==> src/rtl/hdlc_rx_deframer_pkg.sv <==
// rtl/hdlc_rx_deframer_pkg.sv - shared HDLC constants, error codes and receiver states
package hdlc_pkg;

    localparam logic [7:0]  HDLC_FLAG   = 8'h7E;
    localparam logic [15:0] CRC_INIT    = 16'hFFFF;
    localparam logic [15:0] CRC_RESIDUE = 16'h1D0F;

    typedef enum logic [2:0] {
        ERR_OK      = 3'd0,
        ERR_CRC     = 3'd1,
        ERR_ABORT   = 3'd2,
        ERR_ALIGN   = 3'd3,
        ERR_RUNT    = 3'd4,
        ERR_OVERRUN = 3'd5
    } hdlc_err_e;

    typedef enum logic [1:0] {
        ST_HUNT  = 2'd0,
        ST_FLAG  = 2'd1,
        ST_FRAME = 2'd2
    } hdlc_state_e;

endpackage

==> src/rtl/hdlc_rx_deframer_if.sv <==
// rtl/hdlc_rx_deframer_if.sv - payload byte handshake and frame status bundle
// master (deframer): drives data_out, data_valid, frame_end, frame_good, err_code; receives data_ack
// slave (consumer):  the reverse
interface hdlc_rx_deframer_if;
    import hdlc_pkg::*;

    logic [7:0] data_out;
    logic       data_valid;
    logic       data_ack;
    logic       frame_end;
    logic       frame_good;
    hdlc_err_e  err_code;

    modport master (
        output data_out, data_valid, frame_end, frame_good, err_code,
        input  data_ack
    );

    modport slave (
        input  data_out, data_valid, frame_end, frame_good, err_code,
        output data_ack
    );

endinterface

==> src/rtl/hdlc_rx_deframer_crc16.sv <==
// rtl/hdlc_rx_deframer_crc16.sv - bit-serial CRC-16/CCITT (x^16+x^12+x^5+1), shift-left
// Ports: clk, reset (async, active-high), en (consume bit_in), init (restart from CRC_INIT),
//        bit_in (serial bit), crc (current register). init with en folds bit_in into a fresh CRC.
module hdlc_crc16
    import hdlc_pkg::*;
(
    input  logic        clk,
    input  logic        reset,
    input  logic        en,
    input  logic        init,
    input  logic        bit_in,
    output logic [15:0] crc
);

    logic [15:0] base;
    logic [15:0] crc_next;
    logic        fb;

    always_comb begin
        base     = init ? CRC_INIT : crc;
        fb       = bit_in ^ base[15];
        crc_next = {base[14:0], 1'b0} ^ (fb ? 16'h1021 : 16'h0000);
    end

    always_ff @(posedge clk or posedge reset) begin
        if (reset) begin
            crc <= CRC_INIT;
        end else if (en) begin
            crc <= crc_next;
        end else if (init) begin
            crc <= CRC_INIT;
        end
    end

endmodule

==> src/rtl/hdlc_rx_deframer.sv <==
// rtl/hdlc_rx_deframer.sv - bit-serial HDLC receive deframer with zero deletion and FCS check
// Ports: netclk (line clock), reset (async, active-high), rxdata (serial line, LSB-first),
//        rx (hdlc_rx_deframer_if.master: payload handshake and frame status),
//        in_frame (state is FRAME), stat_good/stat_crc/stat_abort (frame counters).
// Build option: HDLC_RX_STATS_EN builds the saturating counters; otherwise they read 0.
module hdlc_rx_deframer
    import hdlc_pkg::*;
#(
    parameter int MIN_BYTES = 3
) (
    input  logic                netclk,
    input  logic                reset,
    input  logic                rxdata,
    hdlc_rx_deframer_if.master  rx,
    output logic                in_frame,
    output logic [15:0]         stat_good,
    output logic [15:0]         stat_crc,
    output logic [15:0]         stat_abort
);

    localparam logic [7:0] MIN_BYTE_CNT = 8'(MIN_BYTES);

    hdlc_state_e state, state_next;
    logic [2:0]  ones_cnt;
    logic [6:0]  dl_bits;
    logic [2:0]  dl_cnt;
    logic [6:0]  shreg;
    logic [2:0]  bit_idx;
    logic [7:0]  byte_cnt;
    logic [7:0]  hold0, hold1;
    logic [1:0]  hold_cnt;
    logic [15:0] crc;

    logic        is_stuff, is_flag, is_abort, push, exit_v, exit_bit;
    logic        enter, frame_bit, byte_done, busy, overrun, close;
    logic [2:0]  eff_idx;
    logic [7:0]  new_byte;
    logic        fe_next, good_next;
    hdlc_err_e   err_next, close_err;

    always_comb begin
        state_next = state;
        fe_next    = 1'b0;
        good_next  = 1'b0;
        err_next   = ERR_OK;
        close_err  = ERR_OK;

        is_stuff = !rxdata && (ones_cnt == 3'd5);
        is_flag  = !rxdata && (ones_cnt == 3'd6);
        is_abort =  rxdata && (ones_cnt == 3'd6);
        // The sixth 1 is held in the delay line until the next bit shows
        // whether it was data (impossible after stuffing), a flag or an abort.
        push     = !is_stuff && !is_flag && !is_abort;
        exit_v   = push && (dl_cnt == 3'd7);
        exit_bit = dl_bits[6];

        enter     = exit_v && (state == ST_FLAG);
        frame_bit = exit_v && ((state == ST_FLAG) || (state == ST_FRAME));
        eff_idx   = enter ? 3'd0 : bit_idx;
        byte_done = frame_bit && (eff_idx == 3'd7);
        new_byte  = {exit_bit, shreg};
        busy      = rx.data_valid && !rx.data_ack;
        overrun   = byte_done && (hold_cnt == 2'd2) && busy;
        close     = is_flag && (state == ST_FRAME);

        if (bit_idx != 3'd0) begin
            close_err = ERR_ALIGN;
        end else if (byte_cnt < MIN_BYTE_CNT) begin
            close_err = ERR_RUNT;
        end else if (crc != CRC_RESIDUE) begin
            close_err = ERR_CRC;
        end

        if (is_abort) begin
            state_next = ST_HUNT;
        end else if (is_flag) begin
            state_next = ST_FLAG;
        end else if (overrun) begin
            state_next = ST_HUNT;
        end else if (enter) begin
            state_next = ST_FRAME;
        end

        if (close) begin
            fe_next   = 1'b1;
            err_next  = close_err;
            good_next = (close_err == ERR_OK);
        end else if (is_abort && (state == ST_FRAME)) begin
            fe_next  = 1'b1;
            err_next = ERR_ABORT;
        end else if (overrun) begin
            fe_next  = 1'b1;
            err_next = ERR_OVERRUN;
        end
    end

    always_ff @(posedge netclk or posedge reset) begin
        if (reset) begin
            state <= ST_HUNT;
        end else begin
            state <= state_next;
        end
    end

    always_ff @(posedge netclk or posedge reset) begin
        if (reset) begin
            ones_cnt      <= 3'd0;
            dl_bits       <= 7'd0;
            dl_cnt        <= 3'd0;
            shreg         <= 7'd0;
            bit_idx       <= 3'd0;
            byte_cnt      <= 8'd0;
            hold0         <= 8'd0;
            hold1         <= 8'd0;
            hold_cnt      <= 2'd0;
            rx.data_out   <= 8'h00;
            rx.data_valid <= 1'b0;
            rx.frame_end  <= 1'b0;
            rx.frame_good <= 1'b0;
            rx.err_code   <= ERR_OK;
        end else begin
            rx.frame_end  <= fe_next;
            rx.frame_good <= good_next;
            rx.err_code   <= err_next;

            if (rxdata) begin
                ones_cnt <= (ones_cnt == 3'd7) ? 3'd7 : ones_cnt + 3'd1;
            end else begin
                ones_cnt <= 3'd0;
            end

            // Flags and aborts flush the delay line so their bits never
            // reach the CRC or the byte assembler.
            if (is_flag || is_abort) begin
                dl_cnt <= 3'd0;
            end else if (push) begin
                dl_bits <= {dl_bits[5:0], rxdata};
                if (dl_cnt != 3'd7) begin
                    dl_cnt <= dl_cnt + 3'd1;
                end
            end

            if (rx.data_valid && rx.data_ack) begin
                rx.data_valid <= 1'b0;
            end

            if (frame_bit) begin
                shreg   <= {exit_bit, shreg[6:1]};
                bit_idx <= eff_idx + 3'd1;
                if (enter) begin
                    byte_cnt <= 8'd0;
                    hold_cnt <= 2'd0;
                end
                if (byte_done) begin
                    if (byte_cnt != 8'hFF) begin
                        byte_cnt <= byte_cnt + 8'd1;
                    end
                    // Two-byte holdback: the last two bytes of a frame are
                    // the FCS and must never be presented.
                    if (hold_cnt == 2'd2) begin
                        if (!busy) begin
                            rx.data_out   <= hold0;
                            rx.data_valid <= 1'b1;
                            hold0         <= hold1;
                            hold1         <= new_byte;
                        end
                    end else if (hold_cnt == 2'd1) begin
                        hold1    <= new_byte;
                        hold_cnt <= 2'd2;
                    end else begin
                        hold0    <= new_byte;
                        hold_cnt <= 2'd1;
                    end
                end
            end
        end
    end

    hdlc_crc16 u_crc (
        .clk    (netclk),
        .reset  (reset),
        .en     (frame_bit),
        .init   (enter),
        .bit_in (exit_bit),
        .crc    (crc)
    );

    assign in_frame = (state == ST_FRAME);

`ifdef HDLC_RX_STATS_EN
    always_ff @(posedge netclk or posedge reset) begin
        if (reset) begin
            stat_good  <= 16'h0000;
            stat_crc   <= 16'h0000;
            stat_abort <= 16'h0000;
        end else if (rx.frame_end) begin
            if ((rx.err_code == ERR_OK) && (stat_good != 16'hFFFF)) begin
                stat_good <= stat_good + 16'h0001;
            end
            if ((rx.err_code == ERR_CRC) && (stat_crc != 16'hFFFF)) begin
                stat_crc <= stat_crc + 16'h0001;
            end
            if ((rx.err_code == ERR_ABORT) && (stat_abort != 16'hFFFF)) begin
                stat_abort <= stat_abort + 16'h0001;
            end
        end
    end
`else
    assign stat_good  = 16'h0000;
    assign stat_crc   = 16'h0000;
    assign stat_abort = 16'h0000;
`endif

endmodule
==> src/flat_wrapper.sv <==
// flat-port wrapper written by rule: the top's interface ports become plain ports
module hdlc_rx_deframer_flat import hdlc_pkg::*;
#(
    parameter int MIN_BYTES = 3
)
  (netclk, reset, rxdata, in_frame, stat_good, stat_crc, stat_abort, rx_data_out, rx_data_valid, rx_frame_end, rx_frame_good, rx_err_code, rx_data_ack);
  hdlc_rx_deframer_if rx_i ();
  input  logic netclk;
  input  logic reset;
  input  logic rxdata;
  output logic in_frame;
  output logic [15:0] stat_good;
  output logic [15:0] stat_crc;
  output logic [15:0] stat_abort;
  output wire logic [$bits(rx_i.data_out)-1:0] rx_data_out;
  output wire logic [$bits(rx_i.data_valid)-1:0] rx_data_valid;
  output wire logic [$bits(rx_i.frame_end)-1:0] rx_frame_end;
  output wire logic [$bits(rx_i.frame_good)-1:0] rx_frame_good;
  output wire logic [$bits(rx_i.err_code)-1:0] rx_err_code;
  input wire logic [$bits(rx_i.data_ack)-1:0] rx_data_ack;
  assign rx_data_out = rx_i.data_out;
  assign rx_data_valid = rx_i.data_valid;
  assign rx_frame_end = rx_i.frame_end;
  assign rx_frame_good = rx_i.frame_good;
  assign rx_err_code = rx_i.err_code;
  assign rx_i.data_ack = rx_data_ack;
  hdlc_rx_deframer #(.MIN_BYTES(MIN_BYTES)) u_core (.netclk(netclk), .reset(reset), .rxdata(rxdata), .rx(rx_i), .in_frame(in_frame), .stat_good(stat_good), .stat_crc(stat_crc), .stat_abort(stat_abort));
endmodule
==> config.mk <==
export PLATFORM = sky130hd
export DESIGN_NAME = hdlc_rx_deframer_flat
export DESIGN_NICKNAME = d
export VERILOG_FILES = /design/src/rtl/hdlc_rx_deframer_pkg.sv /design/src/rtl/hdlc_rx_deframer_if.sv /design/src/rtl/hdlc_rx_deframer_crc16.sv /design/src/rtl/hdlc_rx_deframer.sv /design/src/flat_wrapper.sv
export SDC_FILE = /design/constraint.sdc
export NUM_CORES = 1
export LEC_CHECK = 0
export ABC_AREA = 1
export CAP_MARGIN = 10
export CELL_PAD_IN_SITES_DETAIL_PLACEMENT = 0
export CELL_PAD_IN_SITES_GLOBAL_PLACEMENT = 1
export CORE_MARGIN = 2
export CORE_UTILIZATION = 45
export CTS_BUF_LIST = sky130_fd_sc_hd__clkbuf_4 sky130_fd_sc_hd__clkbuf_8
export CTS_CLUSTER_SIZE = 30
export DETAILED_ROUTE_END_ITERATION = 8
export PLACE_DENSITY = 0.93
export RECOVER_POWER = 50
export SLEW_MARGIN = 20
export SYNTH_ARGS = -nofsm -noshare
export SYNTH_HDL_FRONTEND = slang
export SYNTH_SLANG_ARGS = --single-unit
export TNS_END_PERCENT = 50
==> constraint.sdc <==
create_clock -name netclk -period 7.4 [get_ports netclk]
set_input_delay 1.48 -clock netclk [delete_from_list [all_inputs] [get_ports netclk]]
set_output_delay 1.48 -clock netclk [all_outputs]
set_load 0.01 [all_outputs]
# ---- Word-level counts from Yosys, hierarchy flattened
# Index checks and enable logic that the tools add are counted.
dict set report op_classes {
  muxes 41
  n_addsub 4
  order_cmp 1
  eq_ne 14
  n_bitwise 4
  n_reduce_logical 33
}
# op n
set ops {}
lappend ops {{two-way mux 8 bit} 9}
lappend ops {{two-way mux 3 bit} 11}
lappend ops {{two-way mux 16 bit} 2}
lappend ops {{two-way mux 2 bit} 8}
lappend ops {{!= test 16 x 13 -> 1 bit (second input constant)} 1}
lappend ops {{XOR 16 x 13 -> 16 bit} 1}
lappend ops {{equality test 3 bit (second input constant)} 5}
lappend ops {{logical AND 1 bit} 15}
lappend ops {{two-way mux 13 bit} 1}
lappend ops {{AND reduction 4 bit} 3}
lappend ops {{two-way mux 1 bit} 10}
lappend ops {{adder 3 x 1 -> 3 bit (second input constant)} 3}
lappend ops {{adder 8 x 1 -> 8 bit (second input constant)} 1}
lappend ops {{less-than comparator 8 x 2 -> 1 bit (second input constant)} 1}
lappend ops {{!= test 8 bit (second input constant)} 1}
lappend ops {{nonzero test 2 bit} 3}
lappend ops {{zero test 1 bit} 5}
lappend ops {{equality test 2 x 1 -> 1 bit (second input constant)} 2}
lappend ops {{equality test 2 bit (second input constant)} 2}
lappend ops {{AND reduction 2 bit} 2}
lappend ops {{nonzero test 4 bit} 1}
lappend ops {{zero test 3 bit} 1}
lappend ops {{!= test 3 bit (second input constant)} 1}
lappend ops {{nonzero test 3 bit} 1}
lappend ops {{other kinds (5)} 7}
dict set report word_totals {
  inputBits 4
  regBits 81
  elab_cells 113
}

# ---- Logic depth before layout (Yosys ltp)
dict set report logic_depth {
  word_depth 15
  mapped_depth 18
  depth_no_buf 14
}

# ---- Modules after synthesis
# Synthesis repeated with hierarchy kept, for this count alone.
dict set report unflattened {
  hier_cells 490
  area_unflattened_um2 4187.8
}
# module n_inst area_each_um2 cells_each
set by_module_without_submodules {}
lappend by_module_without_submodules {hdlc_rx_deframer 1 3468.3 408}
lappend by_module_without_submodules {hdlc_crc16 1 719.4 82}

# ---- Worst setup path before layout
# OpenSTA, ideal clock, no wires.
dict set report synth_timing {
  kind {input to register}
  from {input rxdata}
  to {register u_core.rx.data_out[0]}
  t_arrival_ns 3.045
  setup_slack_ns 4.235
  cell_stages 15
  required_ns 7.279
  cell_sequence {inv_2 -> nand3_4 -> nand4_4 -> buf_6 -> buf_6 -> nand2_1 -> inv_1 -> ha_1 -> ha_1 -> inv_1 -> nor2_8 -> nand3_4 -> buf_2 -> nand2_1 -> o21ai_1}
}
dict set report synth_between {
  elab_chain_len 11
  word_cells_on_any_way 16
}
# item line_no
set synth_rtl {}
lappend synth_rtl {{start, declared} flat_wrapper.sv:10} ;# input logic rxdata;
lappend synth_rtl {{zero test 1 bit} {hdlc_rx_deframer.sv:48, hdlc_rx_deframer.sv:49}}
lappend synth_rtl {{logical AND 1 bit (on tied branches)} {hdlc_rx_deframer.sv:48, hdlc_rx_deframer.sv:49}}
lappend synth_rtl {{zero test 1 bit} hdlc_rx_deframer.sv:53} ;# push = !is_stuff && !is_flag && !is_abort;
lappend synth_rtl {{logical AND 1 bit} hdlc_rx_deframer.sv:53}
lappend synth_rtl {{logical AND 1 bit (*)} hdlc_rx_deframer.sv:53}
lappend synth_rtl {{logical AND 1 bit (*)} hdlc_rx_deframer.sv:54} ;# exit_v = push && (dl_cnt == 3'd7);
lappend synth_rtl {{logical AND 1 bit} hdlc_rx_deframer.sv:57} ;# enter = exit_v && (state == ST_FLAG);
lappend synth_rtl {{two-way mux 3 bit} hdlc_rx_deframer.sv:59} ;# eff_idx = enter ? 3'd0 : bit_idx;
lappend synth_rtl {{equality test 3 bit} hdlc_rx_deframer.sv:60} ;# byte_done = frame_bit && (eff_idx == 3'd7);
lappend synth_rtl {{logical AND 1 bit} hdlc_rx_deframer.sv:60}
lappend synth_rtl {{AND reduction 4 bit (no line) (*)} -}
lappend synth_rtl {{end signal, assigned} hdlc_rx_deframer.sv:162} ;# rx.data_out <= hold0;
lappend synth_rtl {{end, declared} hdlc_rx_deframer_if.sv:15} ;# output data_out, data_valid, frame_end, frame_good, err_code,
# Mark *: on every way between the ends. The rest lies on a longest branch, timed or not.
# A chain may end at the register's enable or synchronous reset.

# ---- Final worst setup path
dict set report layout_timing {
  from {input rxdata}
  to {register u_core.byte_cnt[5]}
}
dict set report layout_between {
  elab_chain_len 11
  word_cells_on_any_way 18
}
# item line_no
set layout_rtl {}
lappend layout_rtl {{zero test 1 bit} {hdlc_rx_deframer.sv:48, hdlc_rx_deframer.sv:49}}
lappend layout_rtl {{logical AND 1 bit (on tied branches)} {hdlc_rx_deframer.sv:48, hdlc_rx_deframer.sv:49}}
lappend layout_rtl {{zero test 1 bit} hdlc_rx_deframer.sv:53}
lappend layout_rtl {{logical AND 1 bit} hdlc_rx_deframer.sv:53}
lappend layout_rtl {{logical AND 1 bit (*)} hdlc_rx_deframer.sv:53}
lappend layout_rtl {{logical AND 1 bit (*)} hdlc_rx_deframer.sv:54}
lappend layout_rtl {{logical AND 1 bit} hdlc_rx_deframer.sv:57}
lappend layout_rtl {{two-way mux 3 bit} hdlc_rx_deframer.sv:59}
lappend layout_rtl {{equality test 3 bit} hdlc_rx_deframer.sv:60}
lappend layout_rtl {{logical AND 1 bit} hdlc_rx_deframer.sv:60}
lappend layout_rtl {{two-way mux 8 bit} hdlc_rx_deframer.sv:154} ;# if (byte_done) begin
lappend layout_rtl {{end signal, assigned} hdlc_rx_deframer.sv:156} ;# byte_cnt <= byte_cnt + 8'd1;
lappend layout_rtl {{end, declared} hdlc_rx_deframer.sv:29} ;# logic [7:0] byte_cnt;
# Marks and branches as above.

==> summary.txt <==
Die
  • Die W: approximately 100 um
  • Num rows: 35
  • Die area: slightly above 10000 um^2
  • I/O pin total: 67
  • Core area: ~9200 um^2
  • Die height: a little over 100 um
  • Initial Utilization: between 40 and 50%

Critical path
  • Reg-to-reg critical path endpoint: u_core.byte_cnt[5]
  • Worst Setup Start Kind: input pin
  • Worst r2r src: u_core.ones_cnt[0]
  • Reg2reg setup slack: 4670 ps
  • CP max stage delay: around 680 ps
  • Arr. time, crit path: 4070 ps
  • Max FO, Critical Path: 39
  • Worst Setup End Kind: register
  • Worst Path Required: between 7000 and 8000 ps
  • R2r worst-path depth: 8
  • Slowest CP cell: inv_1
  • Crit-path cells: dlygate4sd3_1 -> inv_1 -> nand3_1 -> nand4_4 -> inv_1 -> nand2_1 -> nand2_1 -> o21ai_1
  • Crit Path Class: input pin to register

Timing
  • Setup-failing EPs final: 0
  • Slew headroom: about half
  • Final hold vios: 0
  • Setup TNS: 0 ps
  • Final Critical Period: approximately 3800 ps
  • Final WS setup: around 3600 ps
  • Unrepaired setup endpoints after global routing: no
  • Final worst path period share: around 52%
  • Slew Viols, Final: 0
  • Fmax: between 200 and 300 MHz
  • Final Skew: a little over 10 ps
  • Worst slew pin tran: between 700 and 800 ps
  • WHS: ~490 ps

Final layout
  • Final nets: approximately 520
  • Final core utilization: 48.4%
  • Diodes inserted: 0
  • Layout cells sized above 1: under 10%
  • Filler cells: a little under 900
  • Finished Layout Cells: 624
  • Area grow syn2layout: 5.05%

Yosys
  • Synth warn: 0
  • EDFF count, synth: 0
  • Mean post-synth cell area: 8.55 um^2
  • Synth Instances: 495
  • Synth Flop Type: dfrtp_1
  • Most frequent cell after synthesis: nand2_1
  • Top post-synthesis cells by count: nand2_1 (109), dfrtp_1 (65), inv_1 (65)
  • Sequential fraction of the synthesis area: between 40 and 50%
  • Synth top area share: 38.4%
  • Synth top area cells: dfrtp_1 (38%), dfstp_2 (9.9%), nand2_1 (9.7%)
  • Cell area after synthesis: ~4200 um^2
  • Synth area leader: dfrtp_1
  • Synth Register Bits: 81
  • Async SR Flop Fraction: 100%
  • Distinct cell type count after synthesis: 33

Global routing
  • Number of global-route vias before repair: about 2.7k
  • Total Routing Usage GR: between 10 and 15%
  • First-pass GRT wire length: ~12000 um
  • Largest net degree at the start of global routing: roughly 80
  • Initial antenna violation count: 0
  • Grt ovf: 0

CTS
  • Clk buf depth: 2
  • Clock sinks: just over 80
  • Clk_lat worst skew: around 360 ps
  • Post-CTS sizing: 0
  • Clock-pin slew on the worst setup and hold paths: 80 ps
  • # H-tree levels: 3
  • Postcts setup bufs: 0
  • CTS buffer count: 9
  • CTS tree: yes
  • CTS Hold Bufs: 0
  • Root Buffer: clkbuf_8

Route
  • DRC: 0
  • Post-DRT Antenna Nets: 0
  • Routed via count: between 2k and 3k
  • Routed vias/inst: ~4.7
  • 1st-iter DRT viols: 169
  • Wire per inst: between 10 and 15 um
  • DRT Pass-1 Iters: 4
  • Routed wire length: around 6900 um

Power
  • Power Density: approximately 270 nW/um^2
  • LEAKAGE: roughly 0.0022 uW
  • Worst vdd ir: 0.000171 V

Place
  • IO buf count: 18
  • Post-DP HPWL: about 4800 um
  • Placed cell count: 608
  • GPL Wtd Cong: roughly 0.87
  • Dpl ws: 3480 ps

Outcome
  • Status: completed

Run
  • Max-cap viol count: 0

Min path
  • Worst hold endpoint: u_core.dl_bits[4]
  • Hold depth: 2
  • Worst hold path class: register to register
  • Hold Crit Start: u_core.dl_bits[4]
[registers in the layout, indices dropped and copies added (netlist names)]
signal / count
u_core.bit_idx: 3
u_core.byte_cnt: 8
u_core.dl_bits: 7
u_core.dl_cnt: 3
u_core.hold0: 8
u_core.hold1: 8
u_core.hold_cnt: 2
u_core.ones_cnt: 3
u_core.rx.data_out: 8
u_core.rx.data_valid: 1
u_core.rx.err_code: 3
u_core.rx.frame_end: 1
u_core.rx.frame_good: 1
u_core.shreg: 7
u_core.state: 2
u_core.u_crc.crc: 16
[cell usage in the layout (no fill, tap or decap), types with 3 or more instances in the layout]
master and n:
nand2_1 109, inv_1 65, dfrtp_1 65, conb_1 48
o21ai_0 37, o21ai_1 33, nand3_1 23, nor2_1 19
clkdlybuf4s50_1 16, dfstp_2 16, ha_1 12, clkbuf_8 9
a21oi_1 8, nand4_1 5, a31oi_1 5, or2_1 5
nor3_1 4, inv_2 4, nand2_2 3, clkinv_1 3
clkinv_4 3, inv_6 3
[power by group]
group / total [uW] / switching [uW] / leakage, uW / internal, uW
logic: 312 / 203 / 0.00116 / 108
registers: 612 / 54.3 / 0.000988 / 557
clock network: 298 / 171 / 0.0000908 / 127
total: 1220 / 429 / 0.00224 / 793
[kinds of logic after synthesis]
kind of cell,Yosys count,synth area share [%]
AND/OR/NAND/NOR,176,19.7
buffers and inverters,137,17.5
adder cells (fa/ha/maj),12,3.55
flip-flops,81,48.3
AO/OA/AOI/OAI,88,10.9
other,1,0.0886
[how the worst max path moves through the flow]
| stage | cells past startpoint | from | endpoint |
|---|---|---|---|
| floorplan | 1 | reset | u_core.bit_idx[0] |
| global placement | 8 | rxdata | u_core.byte_cnt[0] |
| detailed placement | 8 | rxdata | u_core.byte_cnt[3] |
| CTS | 8 | rxdata | u_core.byte_cnt[5] |
| global route | 8 | rxdata | u_core.byte_cnt[4] |
| finish | 8 | rxdata | u_core.byte_cnt[5] |
[metrics by stage]
stage,power [uW],cell area [um^2]
floorplan,887,4410
global placement,914,4270
detailed placement,932,4270
CTS,1240,4460
global route,1320,4450
finish,1220,4450
[final cells by class]
type / count / area, um^2 / share of cell area, %
Clock buffer: 9 / 124 / 2.78
Clock inverter: 7 / 60.1 / 1.35
Inverter: 73 / 277 / 6.22
Multi-Input combinational cell: 324 / 1610 / 36.2
Sequential cell: 81 / 2050 / 46.0
Tap cell: 111 / 139 / 3.12
Timing Repair Buffer: 19 / 191 / 4.30
[critical path: cells and delay by family]
kind                   cells  cell delay, ps
AND/OR/NAND/NOR            4            1150
AO/OA/AOI/OAI              1              80
buffers and inverters      3            1350
[routing by layer]
layer	global-route usage (%)	vias to the layer above	routed length (um)
li1	-	1506	-
met4	4.37	0	90
met3	4.51	11	248
met5	0	-	0
met2	23.9	45	3260
met1	18.8	1360	3350
Note: power is estimated with default switching activity, not from simulation.
